File: config.mk
export PLATFORM = sky130hd
export DESIGN_NAME = router_fifo_pkt
export DESIGN_NICKNAME = d
export VERILOG_FILES = /design/src/rtl/router_pkg.sv /design/src/rtl/router_pkt_tracker.sv /design/src/rtl/router_fifo_pkt.sv
export SDC_FILE = /design/constraint.sdc
export NUM_CORES = 1
export LEC_CHECK = 0
export BUFFER_PORTS_ARGS = -buffer_cell sky130_fd_sc_hd__buf_2
export CAP_MARGIN = 25
export CORE_MARGIN = 1.5
export CORE_UTILIZATION = 50
export DETAILED_ROUTE_END_ITERATION = 10
export PLACE_DENSITY = 0.7
export SLEW_MARGIN = 20
export SYNTH_ARGS = -nofsm -noshare
export SYNTH_HDL_FRONTEND = slang
export SYNTH_HIERARCHICAL = 1
export SYNTH_SLANG_ARGS = --single-unit
File: constraint.sdc
create_clock -name clock -period 2.6 [get_ports clock]
set_clock_uncertainty 0.15 [all_clocks]
set_input_delay 0.13 -clock clock [delete_from_list [all_inputs] [get_ports clock]]
set_output_delay 0.13 -clock clock [all_outputs]
set_load 0.02 [all_outputs]
File: src/rtl/router_pkg.sv
// router_pkg: shared constants and types for the packet router FIFO.
// Holds default sizes, header length-field position and tracker states.
package router_pkg;

    localparam int DEF_WIDTH = 8;
    localparam int DEF_DEPTH = 16;

    // Header length field occupies data[LEN_MSB:LEN_LSB]
    localparam int LEN_LSB = 2;
    localparam int LEN_MSB = DEF_WIDTH - 1;

    typedef enum logic {
        PT_IDLE = 1'b0,
        PT_BODY = 1'b1
    } pt_state_e;

endpackage

File: src/rtl/router_pkt_tracker.sv
// router_pkt_tracker: follows packet framing on the FIFO read side.
// Ports: clk_i/rst_i/flush_i, rd_i (accepted read), lfd_i + len_i of the
// word read, pkt_active_o (in packet body), pkt_err_o (truncation pulse).
module router_pkt_tracker
    import router_pkg::*;
#(
    parameter int WIDTH = DEF_WIDTH
) (
    input  logic                     clk_i,
    input  logic                     rst_i,
    input  logic                     flush_i,
    input  logic                     rd_i,
    input  logic                     lfd_i,
    input  logic [WIDTH-LEN_LSB-1:0] len_i,
    output logic                     pkt_active_o,
    output logic                     pkt_err_o
);

    // Remaining count is length + 1 (parity byte), one bit wider than len
    localparam int CW = WIDTH - LEN_LSB + 1;

    pt_state_e       state_q;
    logic [CW-1:0]   cnt_q;
    logic            err_q;

    always_ff @(posedge clk_i or posedge rst_i) begin
        if (rst_i) begin
            state_q <= PT_IDLE;
            cnt_q   <= '0;
            err_q   <= 1'b0;
        end else if (flush_i) begin
            state_q <= PT_IDLE;
            cnt_q   <= '0;
            err_q   <= 1'b0;
        end else begin
            err_q <= 1'b0;
            if (rd_i) begin
                if (lfd_i) begin
                    // A header while in a body means the prior packet was cut short
                    err_q   <= (state_q == PT_BODY);
                    state_q <= PT_BODY;
                    cnt_q   <= {1'b0, len_i} + CW'(1);
                end else if (state_q == PT_BODY) begin
                    cnt_q <= cnt_q - CW'(1);
                    if (cnt_q == CW'(1)) begin
                        state_q <= PT_IDLE;
                    end
                end
            end
        end
    end

    assign pkt_active_o = (state_q == PT_BODY);
    assign pkt_err_o    = err_q;

endmodule

File: src/rtl/router_fifo_pkt.sv
// router_fifo_pkt: packet-aware synchronous FIFO with header flag per entry.
// Ports: clock/reset/soft_reset, write_enb/read_enb/lfd_state/data_in in;
// data_out/data_valid, full/empty/almost_full/count, pkt_active, pkt_err,
// timeout out. Macro ROUTER_FIFO_TIMEOUT_EN enables the stall flush.
module router_fifo_pkt
    import router_pkg::*;
#(
    parameter int WIDTH       = DEF_WIDTH,
    parameter int DEPTH       = DEF_DEPTH,
    parameter int AF_THRESH   = DEPTH - 2,
    parameter int TIMEOUT_CYC = 30
) (
    input  logic                     clock,
    input  logic                     reset,
    input  logic                     soft_reset,
    input  logic                     write_enb,
    input  logic                     read_enb,
    input  logic                     lfd_state,
    input  logic [WIDTH-1:0]         data_in,
    output logic [WIDTH-1:0]         data_out,
    output logic                     data_valid,
    output logic                     full,
    output logic                     empty,
    output logic                     almost_full,
    output logic [$clog2(DEPTH):0]   count,
    output logic                     pkt_active,
    output logic                     pkt_err,
    output logic                     timeout
);

    localparam int AW = $clog2(DEPTH);
    localparam int CW = AW + 1;

    logic [WIDTH:0]   mem_q [DEPTH];
    logic [AW-1:0]    wr_ptr_q;
    logic [AW-1:0]    rd_ptr_q;
    logic [CW-1:0]    count_q;
    logic [CW-1:0]    count_d;
    logic [WIDTH-1:0] data_out_q;
    logic             data_valid_q;
    logic [WIDTH:0]   rd_word;
    logic             rd_ok;
    logic             wr_ok;
    logic             flush;

    assign empty       = (count_q == '0);
    assign full        = (count_q == CW'(DEPTH));
    assign almost_full = (count_q >= CW'(AF_THRESH));
    assign count       = count_q;

    // Reads never fall through an empty FIFO; a read frees room for a write
    assign rd_ok   = read_enb && !empty;
    assign wr_ok   = write_enb && (!full || rd_ok);
    assign rd_word = mem_q[rd_ptr_q];

`ifdef ROUTER_FIFO_TIMEOUT_EN
    localparam int SW = $clog2(TIMEOUT_CYC) + 1;

    logic [SW-1:0] stall_q;
    logic          timeout_q;
    logic          stall;

    assign stall = !empty && !rd_ok;

    // timeout_q is high during the TIMEOUT_CYC-th stalled cycle, then flushes
    always_ff @(posedge clock or posedge reset) begin
        if (reset) begin
            stall_q   <= '0;
            timeout_q <= 1'b0;
        end else if (flush) begin
            stall_q   <= '0;
            timeout_q <= 1'b0;
        end else begin
            stall_q   <= stall ? stall_q + SW'(1) : '0;
            timeout_q <= stall && (stall_q == SW'(TIMEOUT_CYC - 2));
        end
    end

    assign flush   = soft_reset || timeout_q;
    assign timeout = timeout_q;
`else
    logic [31:0] unused_timeout_cyc;

    assign unused_timeout_cyc = 32'(TIMEOUT_CYC);
    assign flush              = soft_reset;
    assign timeout            = 1'b0;
`endif

    always_ff @(posedge clock) begin
        if (wr_ok && !flush) begin
            mem_q[wr_ptr_q] <= {lfd_state, data_in};
        end
    end

    always_comb begin
        count_d = count_q;
        unique case ({wr_ok, rd_ok})
            2'b10:   count_d = count_q + CW'(1);
            2'b01:   count_d = count_q - CW'(1);
            default: count_d = count_q;
        endcase
    end

    always_ff @(posedge clock or posedge reset) begin
        if (reset) begin
            wr_ptr_q     <= '0;
            rd_ptr_q     <= '0;
            count_q      <= '0;
            data_out_q   <= '0;
            data_valid_q <= 1'b0;
        end else if (flush) begin
            wr_ptr_q     <= '0;
            rd_ptr_q     <= '0;
            count_q      <= '0;
            data_out_q   <= '0;
            data_valid_q <= 1'b0;
        end else begin
            if (wr_ok) begin
                wr_ptr_q <= wr_ptr_q + AW'(1);
            end
            if (rd_ok) begin
                rd_ptr_q <= rd_ptr_q + AW'(1);
            end
            count_q      <= count_d;
            data_out_q   <= rd_ok ? rd_word[WIDTH-1:0] : '0;
            data_valid_q <= rd_ok;
        end
    end

    assign data_out   = data_out_q;
    assign data_valid = data_valid_q;

    router_pkt_tracker #(
        .WIDTH (WIDTH)
    ) u_tracker (
        .clk_i        (clock),
        .rst_i        (reset),
        .flush_i      (flush),
        .rd_i         (rd_ok),
        .lfd_i        (rd_word[WIDTH]),
        .len_i        (rd_word[WIDTH-1:LEN_LSB]),
        .pkt_active_o (pkt_active),
        .pkt_err_o    (pkt_err)
    );

endmodule

Yosys cells after proc, flatten, opt, wreduce, memory -nomap -nowiden
Memories as Yosys holds them, arrays and structs flattened.
Cells that the tools add are included.
{"block": "totals", "regBits": 31, "latchBits": 0, "ram_bits": 144, "romBits": 0, "word_cells": 56, "memories": 1}
{"name": "mem_q", "words": 16, "word_bits": 9, "rd": 1, "rd_ports_with_merged_regs": 0, "write_ports": 1, "line_no": "router_fifo_pkt.sv:34", "text": "logic [WIDTH:0] mem_q [DEPTH];"}
{"block": "classes", "addsub": 6, "multipliers": 0, "div_mod_pow": 0, "n_lt_le_gt_ge": 1, "n_eq_ne": 4, "shift": 0, "n_mux": 23, "bitwise": 0, "reduce_logical": 13}
{"operator": "7-bit 2-to-1 mux", "n": 4}
{"operator": "4-bit 2-to-1 mux", "n": 4}
{"operator": "8-bit 2-to-1 mux", "n": 2}
{"operator": "1-bit 2-to-1 mux", "n": 11}
{"operator": "5-bit one-hot mux with 2 select lines", "n": 1}
{"operator": "4-bit by 1-bit adder with 4-bit output, second input constant", "n": 2}
{"operator": "6-bit by 1-bit adder with 7-bit output, second input constant", "n": 1}
{"operator": "7-bit by 1-bit == test with 1-bit output, second input constant", "n": 1}
{"operator": "7-bit by 1-bit subtractor with 7-bit output, second input constant", "n": 1}
{"operator": "3-bit nonzero test", "n": 2}
{"operator": "5-bit by 1-bit adder with 5-bit output, second input constant", "n": 1}
{"operator": "5-bit == test, second input constant", "n": 1}
{"operator": "5-bit by 4-bit greater-or-equal comparator with 1-bit output, second input constant", "n": 1}
{"operator": "5-bit logical NOT", "n": 1}
{"operator": "5-bit 2-to-1 mux", "n": 1}
{"operator": "5-bit by 1-bit subtractor with 5-bit output, second input constant", "n": 1}
{"operator": "2-bit nonzero test", "n": 2}
{"operator": "1-bit logical AND", "n": 3}
{"operator": "1-bit logical NOT", "n": 3}
{"operator": "2-bit by 1-bit == test with 1-bit output, second input constant", "n": 1}
{"operator": "2-bit == test, second input constant", "n": 1}
{"operator": "2-bit AND reduction", "n": 1}
{"operator": "1-bit logical OR", "n": 1}

Depth between registers and ports, before layout
Gate-level depths: netlist of the first run.
{"block": "logic_depth", "ltp_word": 8, "depth_mapped": 10}

Modules after synthesis
The synthesis of the first run kept the hierarchy.
{"mod": "router_fifo_pkt", "instances": 1, "cells_per_inst": 366, "area_per_inst_um2": 6800.3, "seq_area_each_um2": 4874.7}
{"mod": "router_pkt_tracker", "instances": 1, "cells_per_inst": 72, "area_per_inst_um2": 620.6, "seq_area_each_um2": 225.2}

Worst setup path after synthesis of the first run
No wires, ideal clock.
{"block": "synth_path", "path_kind": "register -> register", "from": "register rd_ptr_q[0]", "to": "register u_tracker.cnt_q[6]", "setup_ps": 83, "t_arrival_ps": 2506, "setup_slack_ps": -138, "path_stages_with_launch": 9, "path_buffers": 2, "period_less_slack_ps": 2738, "cell_sequence": "dfrtp_1 clkbuf_1 buf_2 mux4_2 mux4_2 o21ai_0 nand2b_2 o32a_1 o21ai_0"}
{"block": "synth_between", "word_cells_on_any_way": 7, "cone_classes": "add/sub (1); mux (3); reduce/logical (2); memory (1)"}
{"element": "start: declaration", "line_no": "router_fifo_pkt.sv:36", "text": "logic [AW-1:0] rd_ptr_q;"}
{"element": "start signal: assignment", "line_no": "router_fifo_pkt.sv:122", "text": "rd_ptr_q <= rd_ptr_q + AW'(1);"}
{"element": "memory 16 x 9 bit (*)"}
{"element": "named net rd_word[8]", "line_no": "router_fifo_pkt.sv:41", "text": "logic [WIDTH:0] rd_word;"}
{"element": "7-bit 2-to-1 mux", "line_no": "router_pkt_tracker.sv:38", "text": "if (lfd_i) begin"}
{"element": "7-bit 2-to-1 mux", "line_no": "router_pkt_tracker.sv:37", "text": "if (rd_i) begin"}
{"element": "7-bit 2-to-1 mux", "line_no": "router_pkt_tracker.sv:31", "text": "end else if (flush_i) begin"}
{"element": "end signal: assignment", "line_no": "router_pkt_tracker.sv:42", "text": "cnt_q <= {1'b0, len_i} + CW'(1);"}
{"element": "end signal: assignment", "line_no": "router_pkt_tracker.sv:44", "text": "cnt_q <= cnt_q - CW'(1);"}
{"element": "end: declaration", "line_no": "router_pkt_tracker.sv:23", "text": "logic [CW-1:0] cnt_q;"}
Mark *: on every way through the listed nets, which the timed path passes. The rest lies on a longest branch. The select of a mux whose other input is x is not followed.
A chain may end at the register's enable or synchronous reset.

Final worst setup path of the first run
{"block": "layout_path", "from": "register rd_ptr_q[0]", "to": "register u_tracker.cnt_q[1]"}
The elaborated chain is that of the path after synthesis.

==> results of run 1 <==
## power by group through the flow
| stage | Combinational, uW | Clock, uW | Sequential [uW] |
|---|---|---|---|
| after floorplan | 1300 | 0 | 3400 |
| after global placement | 1950 | 0 | 3370 |
| after detailed placement | 2010 | 0 | 3380 |
| after CTS | 2130 | 2600 | 3310 |
| after global routing | 2420 | 2700 | 3330 |
| final | 2250 | 2570 | 3310 |
## cell type report
cell class                 instances  area, um^2  share of cell area [%]
clock buffer                      17         425                    4.74
timing repair buffer              94         709                    7.91
tap                              184         230                    2.57
sequential                       175        5100                    56.9
inverter                          14        52.6                   0.586
multi-input combinational        228        2270                    25.4
clock inverter                    15         173                    1.93
## cell usage in the layout, fill, tap and decap left out, types with 4 or more instances in the layout
cell           count
dfrtp_1           30
inv_1             14
mux2i_1           15
mux2i_2            5
edfxtp_1         144
clkbuf_16         17
buf_12             4
or3_1              4
nand3_1            4
mux4_2            37
xnor2_1            5
buf_2             32
nand2_1           14
o22ai_1            8
nand2b_1           4
a21oi_1            7
inv_6              5
o21ai_0            5
o21ai_1            5
xor2_1             6
nor2_1            40
dlygate4sd3_1     12
buf_4             45
o2bb2ai_1          4
mux2i_4            5
ha_1              10
## logic make-up after synthesis
kind of cell,synth area share [%]
muxes,15.1
AOI/OAI and AO/OA,4.20
other,0.0505
buffers and inverters,2.09
adders and majority gates,2.12
and+or+nand+nor,6.46
DFF,68.7
xor gates and xnor gates,1.30
## worst min path at each step
stage                     startpoint                   to  cells after the start
after detailed placement       reset  u_tracker/pkt_err_o                      2
final                     soft_reset          wr_ptr_q[2]                      3
after CTS                      reset  u_tracker/pkt_err_o                      3
after global placement         reset  u_tracker/pkt_err_o                      2
after floorplan                reset   u_tracker/cnt_q[0]                      1
after global routing      soft_reset          wr_ptr_q[3]                      3
## layer usage
layer  up-vias  track usage, %  wire, um
li1       1894               -         -
met1      2174            27.8      6720
met2       140            35.4      7950
met3        46            4.21       816
met4         0            10.6       524
met5         -               0         0
## sequential cells by signal (all words and copies together), names as in the netlist
register and flops:
data_valid 1, rd_ptr_q 4, u_tracker/pkt_active_o 1, mem_q 144, count 5, data_out 8
wr_ptr_q 4, u_tracker/pkt_err_o 1, u_tracker/cnt_q 7
## critical path, stage by stage (launching register included)
cell and delay (ns):
dfrtp_1 0.38, buf_12 0.16, mux4_2 0.52, mux4_2 0.56
buf_4 0.18, nor2_1 0.10, a21oi_1 0.04, or3_1 0.29
o21ai_0 0.08
## metrics by stage
| stage | utilization, % | hold WS (ns) | worst slack [ns] |
|---|---|---|---|
| after global placement | 55.6 | -0.0327 | -0.0312 |
| after floorplan | - | -0.192 | 0.0698 |
| after global routing | 61.7 | 0.0671 | -0.0237 |
| final | 61.7 | 0.0540 | 0.0420 |
| after CTS | 60.9 | 0.0475 | 0.00624 |
| after detailed placement | 55.6 | -0.0336 | -0.206 |
## what timing repair did
action | CTS | global route
hold buffers | 12 | 0
endpoints found under the hold margin | 168 | 0
setup endpoints to repair | 6 | 7
pin swaps | 1 | 3
resized for setup | 5 | 18
setup buffers | 3 | 3
==> impl_metrics.env, run 1 <==
export IMPL_clkLatencyLatePin_ns=0.43
export IMPL_drt_pass1_iter_count=4
export IMPL_cp_arrival_ns=2.76
export IMPL_htree_levels=4
export IMPL_cts_root_buffer="clkbuf_16"
export IMPL_synthTopCellsByArea="edfxtp_1, mux4_2, dfrtp_1, mux2i_1, nor2_1"
export IMPL_nets=556
export IMPL_critPathLaunchType="flip-flop"
export IMPL_port_buffers=32
export IMPL_switching_power_uw=2430
export IMPL_syn_inst=438
export IMPL_cts_sinks=175
export IMPL_dieHeight_um=125
export IMPL_r2r_setup_slack_ns=0.04
export IMPL_syn_area_per_cell_um2=16.9
export IMPL_drv_slew=0
export IMPL_hold_class="input port to flip-flop"
export IMPL_powerDensity_nw_per_um2=907
export IMPL_hold_viol_final=0
export IMPL_ys_seq_area_share_pct=68.7
export IMPL_yosys_most_used_dff="edfxtp_1"
export IMPL_slew_headroom_pct=28.6
export IMPL_netSwitchingFraction_pct=29.9
export IMPL_timing_rr_start="rd_ptr_q[0]"
export IMPL_ys_seq_elements=175
export IMPL_place_gp_congestion=0.819
export IMPL_worstRegToRegCells=8
export IMPL_grt_pass1_wl_um=24400
export IMPL_power_uw=8130
export IMPL_ys_types=55
export IMPL_syn_nets=464
export IMPL_drive_gt1_share_pct=33.0
export IMPL_wirelength_um=16000
export IMPL_cts_tree="built"
export IMPL_critPathRequiredTime_ns=2.80
export IMPL_synth_enable_flop_cells=144
export IMPL_num_vias=4254
export IMPL_ioPinCount=34
export IMPL_endpoint="u_tracker/cnt_q[1]"
export IMPL_drt_iter0_markers=328
export IMPL_drtAntennaViolNets=0
export IMPL_end_kind="flip-flop"
export IMPL_p_seq_share_pct=40.7
export IMPL_die_x_um=125
export IMPL_dpl_hpwl_um=10000
export IMPL_status="finished clean"
export IMPL_tns_ns=0
export IMPL_yosysWarnings=6
export IMPL_avgRoutedWirePerCell_um=22.0
export IMPL_period_needed_ns=2.56
export IMPL_cts_buffer_depth=2
export IMPL_routed_via_density=5.85
export IMPL_peakVddDrop_mv=0.647
export IMPL_internal_power_uw=5700
export IMPL_crit_fanout=8
export IMPL_start_util_pct=51.1
export IMPL_rows=44
export IMPL_p_comb_share_pct=27.7
export IMPL_grt_overflow_total=0
export IMPL_p_leak_uw=0.00323
export IMPL_synth_common_cells="edfxtp_1, nor2_1, mux4_2"
export IMPL_yosys_area_top_type="edfxtp_1"
export IMPL_reg2reg_to="u_tracker/cnt_q[1]"
export IMPL_grt_usage_pct=21.6
export IMPL_fin_crit_sh_pct=98.4
export IMPL_syn2layout_area_growth_pct=20.8
export IMPL_fmax_mhz=391
export IMPL_drcViolationCount=0
export IMPL_dp_cells=677
export IMPL_synthMostInstantiatedCell="edfxtp_1"
export IMPL_clk_pin_slew_ns=0.07
export IMPL_netlist_area_um2=7420
export IMPL_cts_made_buffers=17
export IMPL_dieArea_um2=15600
export IMPL_drv_cap=0
export IMPL_grt_pass1_vias=4450
export IMPL_num_antenna_cells=0
export IMPL_n_fill_cell=1049
export IMPL_fin_area_um2=8970
export IMPL_worstMarginPinSlew_ns=1.07
export IMPL_ys_async_sr_fraction_pct=17.7
export IMPL_yosysTopAreaCellShare_pct=58.3
export IMPL_worstSetupPathType="flip-flop to flip-flop"
export IMPL_clockPowerShare_pct=31.6
export IMPL_antenna_found_initial=0
export IMPL_final_cells=727
export IMPL_setup_viol=0
export IMPL_grt_max_degree=36
export IMPL_critPathLaunch="rd_ptr_q[0]"
export IMPL_dpl_cell_area_um2=8080
export IMPL_coreArea_um2=14500
export IMPL_rsz0062_at_grt="true"
Note: power is estimated with default switching activity, not from simulation.
==> run 2: changes to the inputs <==
CORE_MARGIN = 3   (was 1.5)
==> impl_metrics.env, run 2 (same netlist as run 1, synthesis figures left out) <==
export IMPL_hold_depth=4
export IMPL_final_common_cell="edfxtp_1"
export IMPL_coreArea_um2=14200
export IMPL_num_antenna_cells=0
export IMPL_grt_pass1_vias=4252
export IMPL_cp_arrival_ns=2.75
export IMPL_timing_final_ws_setup_ns=0.0416
export IMPL_slew_headroom_pct=48.7
export IMPL_n_fill_cell=973
export IMPL_p_leak_uw=0.00322
export IMPL_crit_chain="clkbuf_16 > mux4_2 > mux2i_4 > mux2i_4 > ha_4 > a21oi_1 > or3_1 > o21ai_0"
export IMPL_drt_pass1_iter_count=6
export IMPL_drt_iter0_markers=394
export IMPL_final_cell_mix="edfxtp_1, buf_4, nor2_1, mux4_2, buf_2"
export IMPL_cts_sinks=175
export IMPL_cts_buffer_depth=2
export IMPL_clkLatencyLatePin_ns=0.43
export IMPL_crit_fanout=7
export IMPL_ioPinCount=34
export IMPL_end_kind="flip-flop"
export IMPL_final_cells=723
export IMPL_reg2reg_to="u_tracker/cnt_q[1]"
export IMPL_largest_register="mem_q"
export IMPL_timing_rr_start="rd_ptr_q[1]"
export IMPL_dieArea_um2=16300
export IMPL_die_x_um=128
export IMPL_place_gp_congestion=0.860
export IMPL_avgRoutedWirePerCell_um=22.3
export IMPL_critPathLaunchType="flip-flop"
export IMPL_routed_via_density=5.89
export IMPL_hold_class="input port to flip-flop"
export IMPL_worstRegToRegCells=8
export IMPL_dpl_hpwl_um=10100
export IMPL_crit_slowest_cell="mux4_2"
export IMPL_fmax_mhz=391
export IMPL_cts_made_buffers=17
export IMPL_rows=43
export IMPL_setup_viol=0
export IMPL_status="finished clean"
export IMPL_fin_area_um2=8980
export IMPL_antenna_found_initial=0
export IMPL_worstSetupPathType="flip-flop to flip-flop"
export IMPL_period_needed_ns=2.56
export IMPL_htree_levels=4
export IMPL_drv_cap=0
export IMPL_peakVddDrop_mv=0.741
export IMPL_grt_pass1_wl_um=24400
export IMPL_drcViolationCount=0
export IMPL_worstMarginPinSlew_ns=0.770
export IMPL_dieHeight_um=128
export IMPL_wirelength_um=16100
export IMPL_cts_root_buffer="clkbuf_16"
export IMPL_drv_slew=0
export IMPL_num_vias=4261
export IMPL_syn2layout_area_growth_pct=21.0
export IMPL_cp_slowest_stage_delay_ns=0.54
export IMPL_largest_reg_flops=144
export IMPL_fin_crit_sh_pct=98.4
export IMPL_cts_tree="built"
export IMPL_grt_max_degree=36
export IMPL_dp_cells=675
export IMPL_dpl_cell_area_um2=8100
export IMPL_pre_cts_ws_ns=0.000691
export IMPL_r2r_setup_slack_ns=0.04
export IMPL_whs_endpoint="count[4]"
export IMPL_drtAntennaViolNets=0
export IMPL_hold_viol_final=0
export IMPL_nets=556
export IMPL_powerDensity_nw_per_um2=897
export IMPL_critPathLaunch="rd_ptr_q[1]"
export IMPL_port_buffers=32
export IMPL_cpMostUsedCell="mux2i_4"
export IMPL_hp_start="write_enb"
export IMPL_start_util_pct=52.2
export IMPL_grt_usage_pct=20.6
export IMPL_drive_gt1_share_pct=32.8
export IMPL_clk_pin_slew_ns=0.06
export IMPL_rsz0062_at_grt="true"
export IMPL_grt_overflow_total=0
export IMPL_critPathRequiredTime_ns=2.80
-- run 2: cell count changes in the layout (fill, tap and decap cells not counted), sizes merged --
cell,change
clkbuf,+2
clkinv,+2
inv,-2
buf,-1
clkinvlp,-1
-- run 2: where the power goes --
group | internal, uW | total (uW) | switching, uW
combinational | 1090 | 2220 | 1140
sequential | 3170 | 3330 | 156
clock | 1430 | 2500 | 1070
-- run 2: metrics by stage --
| stage | hold slack (ns) | utilization [%] | power, uW | TNS (ns) |
|---|---|---|---|---|
| finish | 0.0401 | 63.2 | 8050 | 0 |
| floorplan | -0.192 | - | 4700 | 0 |
| detailed placement | -0.0398 | 57.0 | 5360 | 0 |
| global route | 0.0713 | 63.2 | 8440 | -0.0695 |
| global placement | -0.0425 | 57.0 | 5310 | 0 |
| CTS | 0.0238 | 62.1 | 7890 | 0 |
-- run 2: routing by layer --
metal | share of wire, % | wire (um) | GRT usage [%]
met3 | 7.0 | 1140 | 5.50
met4 | 1.7 | 278 | 7.43
met2 | 50 | 8000 | 32.3
met5 | 0 | 0 | 0
met1 | 42 | 6720 | 28.1
-- run 2: layout make-up --
class	count	area [um^2]	share of cell area (%)
clock buffers	18	429	4.78
clock inverters	14	155	1.73
inverters	14	52.6	0.585
multi-input cells	228	2290	25.5
flip-flops and latches	175	5100	56.8
well taps	180	225	2.51
repair buffers	94	723	8.05
-- run 2: repair_timing --
item	in CTS	in global routing
endpoints found under the setup margin	1	5
cloned	0	1
pin swaps	0	1
hold endpoints to repair	168	0
hold buffers	12	0
resized for setup	3	21
buffers inserted	0	3
-- run 2: critical path: cells and delay by family, from the launching register on --
kind / cells / cell delay (ns)
buffers and inverters: 1 / 0.21
AO/OA/AOI/OAI: 2 / 0.14
adder cells (fa/ha/maj): 1 / 0.31
AND/OR/NAND/NOR: 1 / 0.31
flip-flops: 1 / 0.49
multiplexers: 3 / 0.89
-- run 2: how the worst max path moves through the flow --
stage	endpoint	cells after the start
floorplan	u_tracker/cnt_q[5]	7
global placement	u_tracker/cnt_q[1]	8
detailed placement	u_tracker/cnt_q[4]	9
CTS	u_tracker/cnt_q[1]	8
global route	u_tracker/cnt_q[5]	8
finish	u_tracker/cnt_q[1]	8
==> run 3: changes to the inputs <==
REMOVE_ABC_BUFFERS = 1   (was not set)
==> impl_metrics.env, run 3 (same netlist as run 1, synthesis figures left out) <==
export IMPL_coreArea_um2=14200
export IMPL_ioPinCount=34
export IMPL_drv_cap=0
export IMPL_cts_made_buffers=17
export IMPL_wirelength_um=15700
export IMPL_worstSetupPathType="flip-flop to flip-flop"
export IMPL_dpl_cell_area_um2=8010
export IMPL_drive_gt1_share_pct=29.6
export IMPL_fin_area_um2=8740
export IMPL_status="finished clean"
export IMPL_grt_usage_pct=20.3
export IMPL_reg2reg_to="u_tracker/cnt_q[5]"
export IMPL_final_common_cell="edfxtp_1"
export IMPL_num_vias=4170
export IMPL_avgRoutedWirePerCell_um=22.0
export IMPL_clkLatencyLatePin_ns=0.42
export IMPL_dieArea_um2=16300
export IMPL_routed_via_density=5.86
export IMPL_dpl_hpwl_um=9840
export IMPL_p_leak_uw=0.00312
export IMPL_slew_headroom_pct=60.8
export IMPL_timing_final_ws_setup_ns=0.0575
export IMPL_hold_class="input port to flip-flop"
export IMPL_final_cell_mix="edfxtp_1, nor2_1, mux4_2, buf_4, buf_2"
export IMPL_cts_sinks=175
export IMPL_grt_max_degree=36
export IMPL_drv_slew=0
export IMPL_fin_crit_sh_pct=97.8
export IMPL_r2r_setup_slack_ns=0.06
export IMPL_antenna_found_initial=1
export IMPL_syn2layout_area_growth_pct=17.8
export IMPL_crit_slowest_cell="dfrtp_2"
export IMPL_grt_pass1_vias=4182
export IMPL_cts_buffer_depth=2
export IMPL_dieHeight_um=128
export IMPL_worstMarginPinSlew_ns=0.588
export IMPL_crit_fanout=11
export IMPL_rows=43
export IMPL_setup_viol=0
export IMPL_largest_register="mem_q"
export IMPL_path_buf_inv=3
export IMPL_cp_slowest_stage_delay_ns=0.43
export IMPL_power_uw=7650
export IMPL_critPathRequiredTime_ns=2.76
export IMPL_drt_pass1_iter_count=6
export IMPL_whs_endpoint="count[4]"
export IMPL_cts_root_buffer="clkbuf_16"
export IMPL_nets=544
export IMPL_grt_overflow_total=0
export IMPL_cp_arrival_ns=2.70
export IMPL_crit_chain="buf_4 > buf_12 > mux4_2 > mux2i_1 > mux2i_1 > nand3_1 > buf_4 > o21ai_0 > a21oi_1 > a211o_1"
export IMPL_timing_rr_start="rd_ptr_q[1]"
export IMPL_htree_levels=4
export IMPL_start_util_pct=52.2
export IMPL_drcViolationCount=0
export IMPL_die_x_um=128
export IMPL_drt_iter0_markers=412
export IMPL_powerDensity_nw_per_um2=875
export IMPL_place_gp_congestion=0.819
export IMPL_cp_top_family="multiplexers"
export IMPL_grt_pass1_wl_um=24100
export IMPL_port_buffers=32
export IMPL_period_needed_ns=2.54
export IMPL_worstRegToRegCells=10
export IMPL_end_kind="flip-flop"
export IMPL_n_fill_cell=1016
export IMPL_cts_tree="built"
export IMPL_drtAntennaViolNets=0
export IMPL_tns_ns=0
export IMPL_hold_viol_final=0
export IMPL_clk_pin_slew_ns=0.06
export IMPL_largest_reg_flops=144
export IMPL_peakVddDrop_mv=0.630
export IMPL_hp_start="write_enb"
export IMPL_pre_cts_ws_ns=-0.0294
export IMPL_critPathLaunchType="flip-flop"
export IMPL_rsz0062_at_grt="true"
export IMPL_hold_depth=4
export IMPL_fmax_mhz=393
[run 3: metal layers]
metal | wire length [um] | track usage, %
met5 | 0 | 0
met1 | 6830 | 28.3
met2 | 7430 | 31.1
met3 | 1070 | 5.75
met4 | 346 | 7.12
[run 3: cell type report]
| class | count | area (um^2) | area share (%) |
|---|---|---|---|
| tap | 180 | 225 | 2.58 |
| antenna | 1 | 2.50 | 0.0286 |
| inverter | 14 | 52.6 | 0.601 |
| multi-input combinational | 228 | 2200 | 25.2 |
| timing repair buffer | 82 | 618 | 7.07 |
| clock buffer | 22 | 444 | 5.08 |
| clock inverter | 10 | 90.1 | 1.03 |
| sequential | 175 | 5100 | 58.4 |
[run 3: how the worst max path moves through the flow]
| stage | start | to | slack (ns) | cells past startpoint |
|---|---|---|---|---|
| final | rd_ptr_q[1] | u_tracker/cnt_q[5] | 0.06 | 10 |
| after global routing | rd_ptr_q[1] | u_tracker/cnt_q[4] | -0.07 | 9 |
| after CTS | rd_ptr_q[1] | u_tracker/cnt_q[1] | 0.02 | 8 |
| after detailed placement | rd_ptr_q[0] | u_tracker/cnt_q[6] | -0.03 | 6 |
| after global placement | rd_ptr_q[1] | u_tracker/cnt_q[1] | 0.02 | 8 |
| after floorplan | rd_ptr_q[1] | u_tracker/cnt_q[6] | -0.83 | 6 |
[run 3: worst register-to-register path, stage by stage, from the launching register on]
cell and delay [ns]:
dfrtp_2 0.43, buf_4 0.15, buf_12 0.14, mux4_2 0.33, mux2i_1 0.11, mux2i_1 0.28, nand3_1 0.17, buf_4 0.17
o21ai_0 0.15, a21oi_1 0.09, a211o_1 0.27
[run 3: per-stage QoR]
step                      cells  utilization, %  hold WS [ns]
after floorplan             417               -        -0.192
after global placement      665            56.4       -0.0525
after detailed placement    665            56.4       -0.0392
after CTS                   708            61.0       0.00382
after global routing        712            61.5        0.0302
final                       712            61.5        0.0309
[run 3: report_power, final]
part           internal, uW  leakage [uW]  switching, uW  total [uW]
logic                   946       0.00115           1070        2020
clock network          1310      0.000258            998        2310
registers              3170       0.00172            144        3320
total                  5430       0.00312           2210        7650
[run 3: what timing repair did]
action	CTS	global route
hold endpoints to repair	165	0
buffers inserted	0	2
endpoints found under the setup margin	2	6
hold buffers	11	0
gates cloned	0	1
resized for setup	1	10
